`config.mk`:
```
export PLATFORM = sky130hd
export DESIGN_NAME = keypad_entry_flat
export DESIGN_NICKNAME = d
export VERILOG_FILES = /design/src/rtl/keypad_entry_if.sv /design/src/rtl/keypad_entry.sv /design/src/flat_wrapper.sv
export SDC_FILE = /design/constraint.sdc
export NUM_CORES = 1
export LEC_CHECK = 0
export ABC_AREA = 1
export CAP_MARGIN = 0
export CORE_MARGIN = 1.5
export CORE_UTILIZATION = 40
export DETAILED_ROUTE_END_ITERATION = 10
export PLACE_DENSITY = 0.66
export SLEW_MARGIN = 20
export SYNTH_ARGS = -nofsm -noshare
export SYNTH_HDL_FRONTEND = slang
export SYNTH_SLANG_ARGS = --single-unit
```
`constraint.sdc`:
```
create_clock -name clk -period 23.2 [get_ports clk]
set_input_delay 4.64 -clock clk [delete_from_list [all_inputs] [get_ports clk]]
set_output_delay 4.64 -clock clk [all_outputs]
set_load 0.05 [all_outputs]
```
`src/rtl/keypad_entry_if.sv`:
```
// Signal bundle between the keypad scanner and its consumers (keypad matrix,
// 7-segment display driver). The scanner is the master side.
`timescale 1ns/1ps
interface keypad_entry_if;
  logic [3:0]  COL;
  logic [3:0]  ROW;
  logic [15:0] dat;
  logic [1:0]  ptr_P;
  logic [3:0]  key_code;
  logic        key_vld;
  logic        ce1ms;

  modport master (output COL, input ROW, output dat, output ptr_P,
                  output key_code, output key_vld, output ce1ms);
  modport slave  (input COL, output ROW, input dat, input ptr_P,
                  input key_code, input key_vld, input ce1ms);
endinterface

```
`src/rtl/keypad_entry.sv`:
```
// 4x4 hex keypad scanner: one column driven low per slot, debounced presses
// are shifted into a 16-bit hex word for the display driver.
`timescale 1ns/1ps
module keypad_entry #(
  parameter int Fclk  = 50000,
  parameter int F1kHz = 1,
  parameter int DEB   = 4
) (
  input  logic           clk,
  input  logic           rst,
  keypad_entry_if.master kp
);
  localparam int SLOT = Fclk / F1kHz;
  localparam int CBW  = $clog2(SLOT + 1);

  typedef enum logic [1:0] {S_IDLE, S_DEB, S_PRESSED, S_REL} state_t;

  logic [CBW-1:0] cb_1ms_reg;
  logic           ce;
  logic           ce1ms_reg;
  logic [1:0]     cb_col_reg;
  logic [3:0]     col_reg;
  logic [3:0]     row_meta_reg;
  logic [3:0]     row_s_reg;
  logic [3:0]     frame_row_reg [4];
  logic [15:0]    frame;
  logic           frame_rdy_reg;
  logic [4:0]     n_set;
  logic [3:0]     code;
  logic           f_none;
  logic           f_single;
  state_t         state_reg, state_next;
  logic [3:0]     dcnt_reg, dcnt_next;
  logic [3:0]     cand_reg, cand_next;
  logic [4:0]     dcnt_inc;
  logic           reach;
  logic           accept;
  logic [3:0]     accept_code;
  logic [15:0]    dat_reg;
  logic [1:0]     ptr_reg;
  logic [3:0]     key_code_reg;
  logic           key_vld_reg;

  assign ce = (cb_1ms_reg == CBW'(SLOT));

  always_ff @(posedge clk or posedge rst) begin
    if (rst) begin
      cb_1ms_reg    <= '0;
      ce1ms_reg     <= 1'b0;
      cb_col_reg    <= 2'd0;
      col_reg       <= 4'b1110;
      row_meta_reg  <= 4'd0;
      row_s_reg     <= 4'd0;
      frame_rdy_reg <= 1'b0;
    end else begin
      cb_1ms_reg    <= ce ? CBW'(1) : cb_1ms_reg + 1'b1;
      ce1ms_reg     <= ce;
      if (ce)
        cb_col_reg  <= cb_col_reg + 2'd1;
      col_reg       <= ~(4'b0001 << cb_col_reg);
      row_meta_reg  <= kp.ROW;
      row_s_reg     <= row_meta_reg;
      frame_rdy_reg <= ce && (cb_col_reg == 2'd3);
    end
  end

  // The sample taken on ce belongs to the column driven during the slot now ending.
  genvar gi;
  generate
    for (gi = 0; gi < 4; gi++) begin : g_row
      always_ff @(posedge clk or posedge rst) begin
        if (rst)
          frame_row_reg[gi] <= 4'd0;
        else if (ce)
          frame_row_reg[gi][cb_col_reg] <= ~row_s_reg[gi];
      end
      assign frame[4*gi +: 4] = frame_row_reg[gi];
    end
  endgenerate

  always_comb begin
    n_set = 5'd0;
    code  = 4'd0;
    for (int i = 0; i < 16; i++) begin
      if (frame[i]) begin
        n_set = n_set + 5'd1;
        code  = 4'(i);
      end
    end
  end

  assign f_none   = (n_set == 5'd0);
  assign f_single = (n_set == 5'd1);
  assign dcnt_inc = {1'b0, dcnt_reg} + 5'd1;
  assign reach    = (dcnt_inc == 5'(DEB));

  always_ff @(posedge clk or posedge rst) begin
    if (rst) begin
      state_reg <= S_IDLE;
      dcnt_reg  <= 4'd0;
      cand_reg  <= 4'd0;
    end else begin
      state_reg <= state_next;
      dcnt_reg  <= dcnt_next;
      cand_reg  <= cand_next;
    end
  end

  always_comb begin
    state_next = state_reg;
    dcnt_next  = dcnt_reg;
    cand_next  = cand_reg;
    if (frame_rdy_reg) begin
      case (state_reg)
        S_IDLE: if (f_single) begin
          cand_next  = code;
          dcnt_next  = 4'd1;
          state_next = (DEB == 1) ? S_PRESSED : S_DEB;
        end
        S_DEB: if (f_single && (code == cand_reg)) begin
          dcnt_next = dcnt_inc[3:0];
          if (reach)
            state_next = S_PRESSED;
        end else begin
          state_next = S_IDLE;
        end
        S_PRESSED: if (f_none) begin
          dcnt_next  = 4'd1;
          state_next = (DEB == 1) ? S_IDLE : S_REL;
        end
        S_REL: if (f_none) begin
          dcnt_next = dcnt_inc[3:0];
          if (reach)
            state_next = S_IDLE;
        end else begin
          state_next = S_PRESSED;
        end
        default: state_next = S_IDLE;
      endcase
    end
  end

  always_comb begin
    accept      = 1'b0;
    accept_code = cand_reg;
    if (frame_rdy_reg) begin
      case (state_reg)
        S_IDLE: if (f_single && (DEB == 1)) begin
          accept      = 1'b1;
          accept_code = code;
        end
        S_DEB: if (f_single && (code == cand_reg) && reach)
          accept = 1'b1;
        default: accept = 1'b0;
      endcase
    end
  end

  always_ff @(posedge clk or posedge rst) begin
    if (rst) begin
      dat_reg      <= 16'd0;
      ptr_reg      <= 2'd0;
      key_code_reg <= 4'd0;
      key_vld_reg  <= 1'b0;
    end else begin
      key_vld_reg <= accept;
      if (accept) begin
        dat_reg      <= {dat_reg[11:0], accept_code};
        ptr_reg      <= ptr_reg + 2'd1;
        key_code_reg <= accept_code;
      end
    end
  end

  assign kp.COL      = col_reg;
  assign kp.dat      = dat_reg;
  assign kp.ptr_P    = ptr_reg;
  assign kp.key_code = key_code_reg;
  assign kp.key_vld  = key_vld_reg;
  assign kp.ce1ms    = ce1ms_reg;
endmodule

```
`src/flat_wrapper.sv`:
```
// flat-port wrapper written by rule: the top's interface ports become plain ports
module keypad_entry_flat 
#(
  parameter int Fclk  = 50000,
  parameter int F1kHz = 1,
  parameter int DEB   = 4
)
  (clk, rst, kp_COL, kp_ROW, kp_dat, kp_ptr_P, kp_key_code, kp_key_vld, kp_ce1ms);
  keypad_entry_if kp_i ();
  input  logic clk;
  input  logic rst;
  output wire logic [$bits(kp_i.COL)-1:0] kp_COL;
  input wire logic [$bits(kp_i.ROW)-1:0] kp_ROW;
  output wire logic [$bits(kp_i.dat)-1:0] kp_dat;
  output wire logic [$bits(kp_i.ptr_P)-1:0] kp_ptr_P;
  output wire logic [$bits(kp_i.key_code)-1:0] kp_key_code;
  output wire logic [$bits(kp_i.key_vld)-1:0] kp_key_vld;
  output wire logic [$bits(kp_i.ce1ms)-1:0] kp_ce1ms;
  assign kp_COL = kp_i.COL;
  assign kp_i.ROW = kp_ROW;
  assign kp_dat = kp_i.dat;
  assign kp_ptr_P = kp_i.ptr_P;
  assign kp_key_code = kp_i.key_code;
  assign kp_key_vld = kp_i.key_vld;
  assign kp_ce1ms = kp_i.ce1ms;
  keypad_entry #(.Fclk(Fclk), .F1kHz(F1kHz), .DEB(DEB)) u_core (.clk(clk), .rst(rst), .kp(kp_i));
endmodule
```
==> results.toml <==
[floorplanning]
rows = 41
io-pin-count = 34
core_area_um2 = 12570
die_x_um = 116.3
die_h_um = 116.3
dieArea_um2 = 13540
initial_core_util = 0.4089

[clock_network]
cts_root_buf = "clkbuf_16"
worstSkewPairLatency_ns = 0.34
cts_resized = 0
clk_path_buf_depth = 2
cts_tree = "built"
cts_setup_buffers = 0
cts-buffers-inserted = 9
clk_pin_slew_ns = 0.06
clock-sinks = 77
holdBufCountCts = 0
htreeDepth = 3

[grt]
grt_pass1_wl_um = 17670
track_usage = 0.1599
grt_max_degree = 78
grt-ovfl-total = 0
antenna_found_initial = 0
first_global_vias = 4077

[layout]
regArea_um2 = 1931
final_cell_mix = "nand2_1, inv_1, dfrtp_1"
multi_input_area_um2 = 2635
fin_util = 0.4698
antenna_cells = 0
syn_to_final_growth_pct = 14.90
nets = 793
drive_gt1_frac = 0.1221
final_common_cell = "nand2_1"
stdcell_area_um2 = 5904
final_cells = 942
fillCellCount = 1259

[timing]
final_max_slew_viol_count = 0
hold_violations = 0
fmax_ghz = 0.1192
fin_crit_sh = 0.3615
fin_ws_ns = 14.81
skew_ns = 0.007530
slew_headroom = 0.3728
rsz0062_at_grt = "false"
setup_viol = 0
min_period_ns = 8.386
finalSetupTns_ns = 0
worstMarginPinSlew_ns = 0.9409

[detailed_routing]
dr.pass1.iters = 4
antenna_left = 0
wl_met3_um = 215
via_per_inst = 4.603
wl_met2_um = 4291
drt_iter0_drc = 191
drcViolationCount = 0
wl_met1_um = 4956
vias = 4336
wl_per_cell_um = 10.20
highest_layer = "met4"
wl_um = 9604

[critical_path]
crit_path_end = "u_core.kp.ptr_P[0]"
path_buf_inv = 8
r2r_start = "u_core.frame[0]"
r2r_slack_ns = 14.81
r2r_cells = 55
slowest_stage = "dfrtp_1"
required_ns = 23.43
cp-startpoint = "u_core.frame[0]"
r2r_end = "u_core.kp.ptr_P[0]"
path_common_cell = "nand2_1"
crit_path_start_kind = "flip-flop"
cpPeakStageDelay_ns = 0.37
critical_path.top_delay_family = "adder cells"
crit_arrival_ns = 8.62
critPathKind = "flip-flop to flip-flop"
crit_cells = 55
cp_max_fo = 21
end_kind = "flip-flop"

[pwr]
power_per_cell_area_nw_per_um2 = 45.88
irDropWorstVdd_v = 0.00005165
power_leakage_nw = 3.308

[place]
pre_cts_slack_ns = 14.83
hpwl_um = 7268
gp_congestion = 0.7933
postPlaceCellArea_um2 = 5618
placed_cells = 926
numPortBuffers = 33

[run]
cap_violations = 0

[logic_synthesis]
postSynthAreaPerCell_um2 = 7.049
synth_cell_types = 40
syn_inst = 729
synth_seq_cells = 77
syn_area_um2 = 5139
syn-num-nets = 757
yosys_warnings = 0
synth-seq-area-share = 0.3757

[min_path]
worst_hold_path_type = "flip-flop to flip-flop"
hp-start = "u_core.row_meta_reg[0]"

[outcome]
status = "finished, final reports clean"
final cells by class:
class | count | area share
Timing Repair Buffer | 34 | 0.05722
Sequential cell | 77 | 0.3270
Inverter | 132 | 0.08455
Tap cell | 172 | 0.03645
Multi-Input combinational cell | 511 | 0.4463
Clock inverter | 7 | 0.01038
Clock buffer | 9 | 0.03814
layer usage:
metal	vias up	GRT usage
li1	2338	-
met1	1947	0.2136
met2	41	0.2675
met3	10	0.02647
met4	0	0.04878
met5	-	0
kinds of logic after synthesis:
family                     Yosys count  share of synthesized area
adders and majority gates           22                    0.05357
AOI/OAI and AO/OA                   64                    0.06818
buffers and inverters              141                     0.1115
DFF                                 77                     0.3757
xor gates and xnor gates            12                    0.02045
and+or+nand+nor                    413                     0.3706
power by group:
part | total (mW) | internal, mW | switching, mW
Clock | 0.132 | 0.0738 | 0.0582
Sequential | 0.135 | 0.135 | 0.000427
Combinational | 0.00343 | 0.000857 | 0.00257
stage by stage:
stage,hold WS (ns),power [mW]
6_report,0.3478,0.2709
5_1_grt,0.3525,0.2792
4_1_cts,0.3508,0.2737
3_5_place_dp,0.3371,0.1416
3_3_place_gp,0.3338,0.1416
2_1_floorplan,0.3312,0.1397
synthesized netlist by cell type:
master	number	area [um2]
a21oi_1	11	55.05
nor3_1	8	40.04
inv_2	10	37.54
nor2_4	2	22.52
dfrtp_1	74	1852
nand2_2	35	219.0
nand3_1	54	270.3
ha_1	22	275.3
a2111oi_0	1	8.760
o21ai_1	13	65.06
nand2_1	225	844.6
nand4_1	3	18.77
nand3_2	14	140.1
a21boi_0	3	22.52
nand4_2	1	12.51
dfstp_2	3	78.83
nor2_1	50	187.7
o21ai_2	2	17.52
or2_2	3	18.77
buf_6	2	22.52
or2_1	1	6.260
clkbuf_1	2	7.510
a221oi_1	1	8.760
nand2_4	1	11.26
nand3b_2	1	11.26
o21ai_0	29	145.1
inv_4	1	6.260
buf_8	1	15.01
nor2_2	3	18.77
and3_1	2	12.51
a31oi_1	2	12.51
o21a_1	1	7.510
buf_4	4	30.03
o31ai_1	1	7.510
xnor2_1	5	43.79
nor4_1	3	18.77
or3_1	1	6.260
nand3b_1	6	45.04
xor2_1	7	61.31
inv_1	121	454.2
worst min-delay path by stage:
stage | end | cells past startpoint | slack, ns
after CTS | u_core.row_s_reg[0] | 0 | 0.35
after detailed placement | u_core.row_s_reg[0] | 0 | 0.34
final | u_core.row_s_reg[0] | 0 | 0.35
after global routing | u_core.row_s_reg[0] | 0 | 0.35
after global placement | u_core.row_s_reg[0] | 0 | 0.33
after floorplan | u_core.row_s_reg[0] | 0 | 0.33
No activity file was read; power rests on OpenSTA's default activity.
